File: src/rtl/alu_exec_unit.sv
// Single-issue ALU execute stage with valid/ready handshakes on both sides.
// Most ops finish in one cycle; shifts iterate one bit position per cycle.
module alu_exec_unit #(
   parameter int XLEN    = 32,
   parameter int SHAMT_W = 5
) (
   input  logic            clk,
   input  logic            rst,
   input  logic            in_valid,
   output logic            in_ready,
   input  logic [3:0]      alu_ctrl,
   input  logic [XLEN-1:0] op_a,
   input  logic [XLEN-1:0] op_b,
   input  logic            flush,
   output logic            out_valid,
   input  logic            out_ready,
   output logic [XLEN-1:0] result,
   output logic            zero,
   output logic            illegal
);

   // state | meaning
   // IDLE  | waiting for an operation, in_ready high
   // SHIFT | iterating a shift, one bit position per cycle
   // DONE  | result presented, waiting for out_ready
   typedef enum logic [1:0] {IDLE, SHIFT, DONE} state_t;

   state_t               state_q, state_n;
   logic [XLEN-1:0]      result_q, result_n;
   logic                 illegal_q, illegal_n;
   logic [SHAMT_W-1:0]   cnt_q, cnt_n;
   logic [1:0]           shop_q, shop_n;

   logic [XLEN-1:0]      alu_res;
   logic                 alu_ill;
   logic                 is_shift;
   logic [XLEN-1:0]      shift_res;
   logic [SHAMT_W-1:0]   shamt;

   assign shamt = op_b[SHAMT_W-1:0];

   always_comb begin
      alu_res  = '0;
      alu_ill  = 1'b0;
      is_shift = 1'b0;
      case (alu_ctrl)
         4'b0000: alu_res = op_a + op_b;
         4'b0001: alu_res = op_a - op_b;
         4'b0010: alu_res = op_a & op_b;
         4'b0011: alu_res = op_a | op_b;
         4'b0100: alu_res = op_a ^ op_b;
         4'b0101, 4'b0110, 4'b0111: begin
            alu_res  = op_a;
            is_shift = 1'b1;
         end
         4'b1000: alu_res = {{(XLEN-1){1'b0}}, ($signed(op_a) < $signed(op_b))};
         4'b1001: alu_res = {{(XLEN-1){1'b0}}, (op_a < op_b)};
         default: alu_ill = 1'b1;
      endcase
   end

   // shop_q holds alu_ctrl[1:0] of the accepted shift: 01 SLL, 10 SRL, 11 SRA
   always_comb begin
      shift_res = result_q;
      case (shop_q)
         2'b01:   shift_res = {result_q[XLEN-2:0], 1'b0};
         2'b10:   shift_res = {1'b0, result_q[XLEN-1:1]};
         2'b11:   shift_res = {result_q[XLEN-1], result_q[XLEN-1:1]};
         default: shift_res = result_q;
      endcase
   end

   assign in_ready  = (state_q == IDLE) && !rst;
   assign out_valid = (state_q == DONE);
   assign result    = result_q;
   assign illegal   = illegal_q;
   assign zero      = (result_q == '0);

   always_comb begin
      state_n   = state_q;
      result_n  = result_q;
      illegal_n = illegal_q;
      cnt_n     = cnt_q;
      shop_n    = shop_q;
      if (flush) begin
         state_n = IDLE;
         cnt_n   = '0;
      end else begin
         case (state_q)
            IDLE: begin
               if (in_valid && in_ready) begin
                  result_n  = alu_res;
                  illegal_n = alu_ill;
                  shop_n    = alu_ctrl[1:0];
                  if (is_shift && (shamt != '0)) begin
                     cnt_n   = shamt;
                     state_n = SHIFT;
                  end else begin
                     state_n = DONE;
                  end
               end
            end
            SHIFT: begin
               result_n = shift_res;
               cnt_n    = cnt_q - 1'b1;
               if (cnt_q == SHAMT_W'(1)) state_n = DONE;
            end
            DONE: begin
               if (out_ready) state_n = IDLE;
            end
            default: state_n = IDLE;
         endcase
      end
   end

   always_ff @(posedge clk) begin
      if (rst) begin
         state_q   <= IDLE;
         result_q  <= '0;
         illegal_q <= 1'b0;
         cnt_q     <= '0;
         shop_q    <= '0;
      end else begin
         state_q   <= state_n;
         result_q  <= result_n;
         illegal_q <= illegal_n;
         cnt_q     <= cnt_n;
         shop_q    <= shop_n;
      end
   end

endmodule

File: config.mk
export PLATFORM = sky130hd
export DESIGN_NAME = alu_exec_unit
export DESIGN_NICKNAME = d
export VERILOG_FILES = /design/src/rtl/alu_exec_unit.sv
export SDC_FILE = /design/constraint.sdc
export NUM_CORES = 1
export LEC_CHECK = 0
export BUFFER_PORTS_ARGS = -buffer_cell sky130_fd_sc_hd__buf_2
export CORE_MARGIN = 4
export CORE_UTILIZATION = 40
export DETAILED_ROUTE_END_ITERATION = 8
export HOLD_SLACK_MARGIN = 0.08
export PLACE_DENSITY = 0.7
export SKIP_CTS_REPAIR_TIMING = 1
export SYNTH_ARGS = -nofsm -noshare
export SYNTH_HDL_FRONTEND = slang
export SYNTH_SLANG_ARGS = --single-unit
File: constraint.sdc
create_clock -name clk -period 6.5 [get_ports clk]
set_input_delay 0.975 -clock clk [delete_from_list [all_inputs] [get_ports clk]]
set_output_delay 0.975 -clock clk [all_outputs]
set_load 0.05 [all_outputs]
==> metrics <==
clock latency on the worst-skew pair 300 ps; parity-gate share of the synthesized area counting xor and xnor cells 1.866%; maximum frequency from static timing analysis 0.2552 GHz; cells taking the most area after synthesis sky130_fd_sc_hd__ha_1, sky130_fd_sc_hd__dfxtp_1, sky130_fd_sc_hd__a21oi_1; port bufs 108; per-cell routed wire length 19.70 µm; clock skew after layout 8.374 ps; final net count 1,397; kind of end point of the critical path flop; proportion of synthesized area in mux cells 5.850%; width of the chip 149.2 µm; routed wire length 29,010 µm; cell type of the slowest stage on the worst timing path sky130_fd_sc_hd__a211oi_4; initial cell density of the core 40.86%; Worst Tran Pin Value 1117 ps; adder and majority cell fraction of the synthesized area 18.70%; area share of and/or/nand/nor cells after synthesis 19.34%; dominant cell by count in the synthesized netlist sky130_fd_sc_hd__a21oi_1; Final Wtd Congestion 0.9776; Seq/Total Area, Yosys 10.54%; leakage power summed over all cells 3.803 nW; total gr overflow 0; height of the die 149.2 µm; dominant register cell in the synthesized netlist sky130_fd_sc_hd__dfxtp_1; DR vias 9,276; Clock Sink Count 42; final-layout worst hold slack 479.4 ps; number of antenna violations at the first check in global routing 0; setup repair after global routing missed its margin no; Setup Crit Path Kind in -> reg; area of the multi-input gates 6485 µm²; synth cell count leaders sky130_fd_sc_hd__a21oi_1, sky130_fd_sc_hd__ha_1, sky130_fd_sc_hd__nor2_1; required arrival time at the worst endpoint 6700 ps; flip-flop and latch area 842.1 µm²; dpl hpwl 21,760 µm; largest family of logic cells by synthesized area compound AO/OA/AOI/OAI gates; Warnings, synthesis 0; fraction of post-synthesis cell area in the top cell type by area 18.19%; cell-by-cell listing of the critical path buf_2 -> or3b_2 -> a211oi_4 -> o21ai_0 -> a2111oi_0 -> nand2_1 -> a211o_1 -> a31o_1; startpoint kind of the worst setup timing path input port; number of max-slew violations in the final report 0; post-synthesis cell count 1,154; via count of the first global-routing pass 8,432; number of enable-type register cells in the synthesized netlist 0; clock period minus worst slack 3919 ps; Antenna Cells 0; CP Data Arrival Time 4110 ps; die area 22,270 µm²; setup violators final 0; Final Hold Vio Count 0; placeable core region 19,530 µm²; highest ir drop seen on vdd 0.09544 mV; Site Rows 51; first-pass GRT wire length 45,610 µm; clock input transition at the sequential cells of the worst setup and hold paths 70 ps; crit share post-route 60.29%; power density cells 132.8 nW/µm²; clk buf depth 2; result of the run finished clean; pin count of the biggest net entering global routing 39; number of top-level pins 109; Max Fanout on Critical Path 38; drt first pass iters 6; Syn-to-layout area delta 10.65%; syn avg cell area 6.913 µm²; final cell utilization of the core 45.21%; path class of the lowest-slack min-delay path reg -> reg; residual DRC count 0; overall routing resource usage 24.81%; compound-cell area share of the yosys netlist 35.21%; fill count 2,075; remaining antenna violation count 0; setup tns final 0 ps; CTS root buf sky130_fd_sc_hd__clkbuf_16; DRC violation total after the first TritonRoute iteration 1,048; Crit path largest cell delay 690 ps; Net Count, Synth 1,345; remaining max-slew budget at the tightest pin 25.13%; drt via density 6.302; flops & latches, synth 42; asr flop ratio synth 0%; layout cell share with drive strength beyond 1 13.42%; number of max-cap violations 0; Cell variety after synth 77; CTS buffer count 5; post-layout power 1.173 mW; area leader, netlist sky130_fd_sc_hd__ha_1; TritonCTS clock tree done; post-synth design cell area 7978 µm²; H-tree level count 2
[final cells by class]
class	count	area share, %
tap	265	3.756
multi-input combinational	936	73.47
timing repair buffer	123	7.399
inverter	98	4.167
clock buffer	7	1.616
clock inverter	1	0.05670
sequential	42	9.539
[metrics by stage]
step | instance area, µm² | setup slack [ps] | cells
after global placement | 8680 | 2435 | 1464
after global routing | 8827 | 2397 | 1472
after detailed placement | 8680 | 2402 | 1464
final | 8827 | 2581 | 1472
after floorplan | 7978 | 2763 | 1154
after CTS | 8827 | 2685 | 1472
[critical path, delay by kind of cell]
family	cells	cell delay [ps]
compound gates	5	1970
simple gates	2	790
buf+inv	1	370
[metal layers]
metal  wire length (µm)  vias up  track usage, %
li1                   -     4336               -
met1              12840     4310           35.41
met2              11950      537           37.29
met3               3104       93           4.801
met4               1110        0           8.421
met5                  0        -               0
[state kept, by name (all words and copies together) (netlist names)]
| signal | flops |
|---|---|
| cnt_q | 5 |
| illegal | 1 |
| result | 32 |
| shop_q | 2 |
| state_q | 2 |
[path summary, 6_finish.rpt]
kind                            startpoint         end  slack (ps)  cells after the start
worst min register to register     illegal     illegal         480                      2
worst max-delay path                   rst  result[28]        2580                      8
worst max register to register   shop_q[1]  result[28]        2960                      9
worst min-delay path               illegal     illegal         480                      2
[cells by family (layout without fill, tap and decap cells)]
logic type / Yosys count / after routing
compound gates: 430 / 430
xor+xnor: 17 / 17
fa+ha+maj: 118 / 118
buf+inv: 176 / 229
flops: 42 / 42
mux: 46 / 46
simple gates: 325 / 325
[report_power, final]
part	internal [mW]	switching [mW]
registers	0.269	0.0188
clock network	0.153	0.122
logic	0.206	0.403
[layout by cell type (no fill, tap or decap), types with 5 or more instances in the layout]
| cell type | instances |
|---|---|
| sky130_fd_sc_hd__a22oi_1 | 10 |
| sky130_fd_sc_hd__a211oi_1 | 22 |
| sky130_fd_sc_hd__nor4_1 | 19 |
| sky130_fd_sc_hd__nand4_1 | 9 |
| sky130_fd_sc_hd__a31oi_1 | 17 |
| sky130_fd_sc_hd__nor2_1 | 107 |
| sky130_fd_sc_hd__a21boi_0 | 5 |
| sky130_fd_sc_hd__o21ai_0 | 100 |
| sky130_fd_sc_hd__a21oi_1 | 117 |
| sky130_fd_sc_hd__nand2_1 | 76 |
| sky130_fd_sc_hd__nand3_1 | 18 |
| sky130_fd_sc_hd__nor2b_1 | 10 |
| sky130_fd_sc_hd__dfxtp_1 | 41 |
| sky130_fd_sc_hd__nand3b_1 | 7 |
| sky130_fd_sc_hd__mux2i_1 | 41 |
| sky130_fd_sc_hd__clkbuf_16 | 5 |
| sky130_fd_sc_hd__buf_2 | 108 |
| sky130_fd_sc_hd__o221ai_1 | 9 |
| sky130_fd_sc_hd__a21o_1 | 12 |
| sky130_fd_sc_hd__o31ai_1 | 9 |
| sky130_fd_sc_hd__or2_2 | 8 |
| sky130_fd_sc_hd__o211ai_1 | 10 |
| sky130_fd_sc_hd__ha_1 | 116 |
| sky130_fd_sc_hd__a211o_1 | 7 |
| sky130_fd_sc_hd__xnor2_1 | 14 |
| sky130_fd_sc_hd__mux2_2 | 5 |
| sky130_fd_sc_hd__inv_1 | 95 |
| sky130_fd_sc_hd__nand2b_1 | 12 |
| sky130_fd_sc_hd__a311oi_1 | 5 |
| sky130_fd_sc_hd__o21bai_1 | 9 |
| sky130_fd_sc_hd__nor3_1 | 35 |
| sky130_fd_sc_hd__o2111ai_1 | 7 |
| sky130_fd_sc_hd__buf_4 | 15 |
| sky130_fd_sc_hd__a2111oi_0 | 11 |
| sky130_fd_sc_hd__o22ai_1 | 16 |
| sky130_fd_sc_hd__a221oi_1 | 18 |
Note: power is estimated with default switching activity, not from simulation.
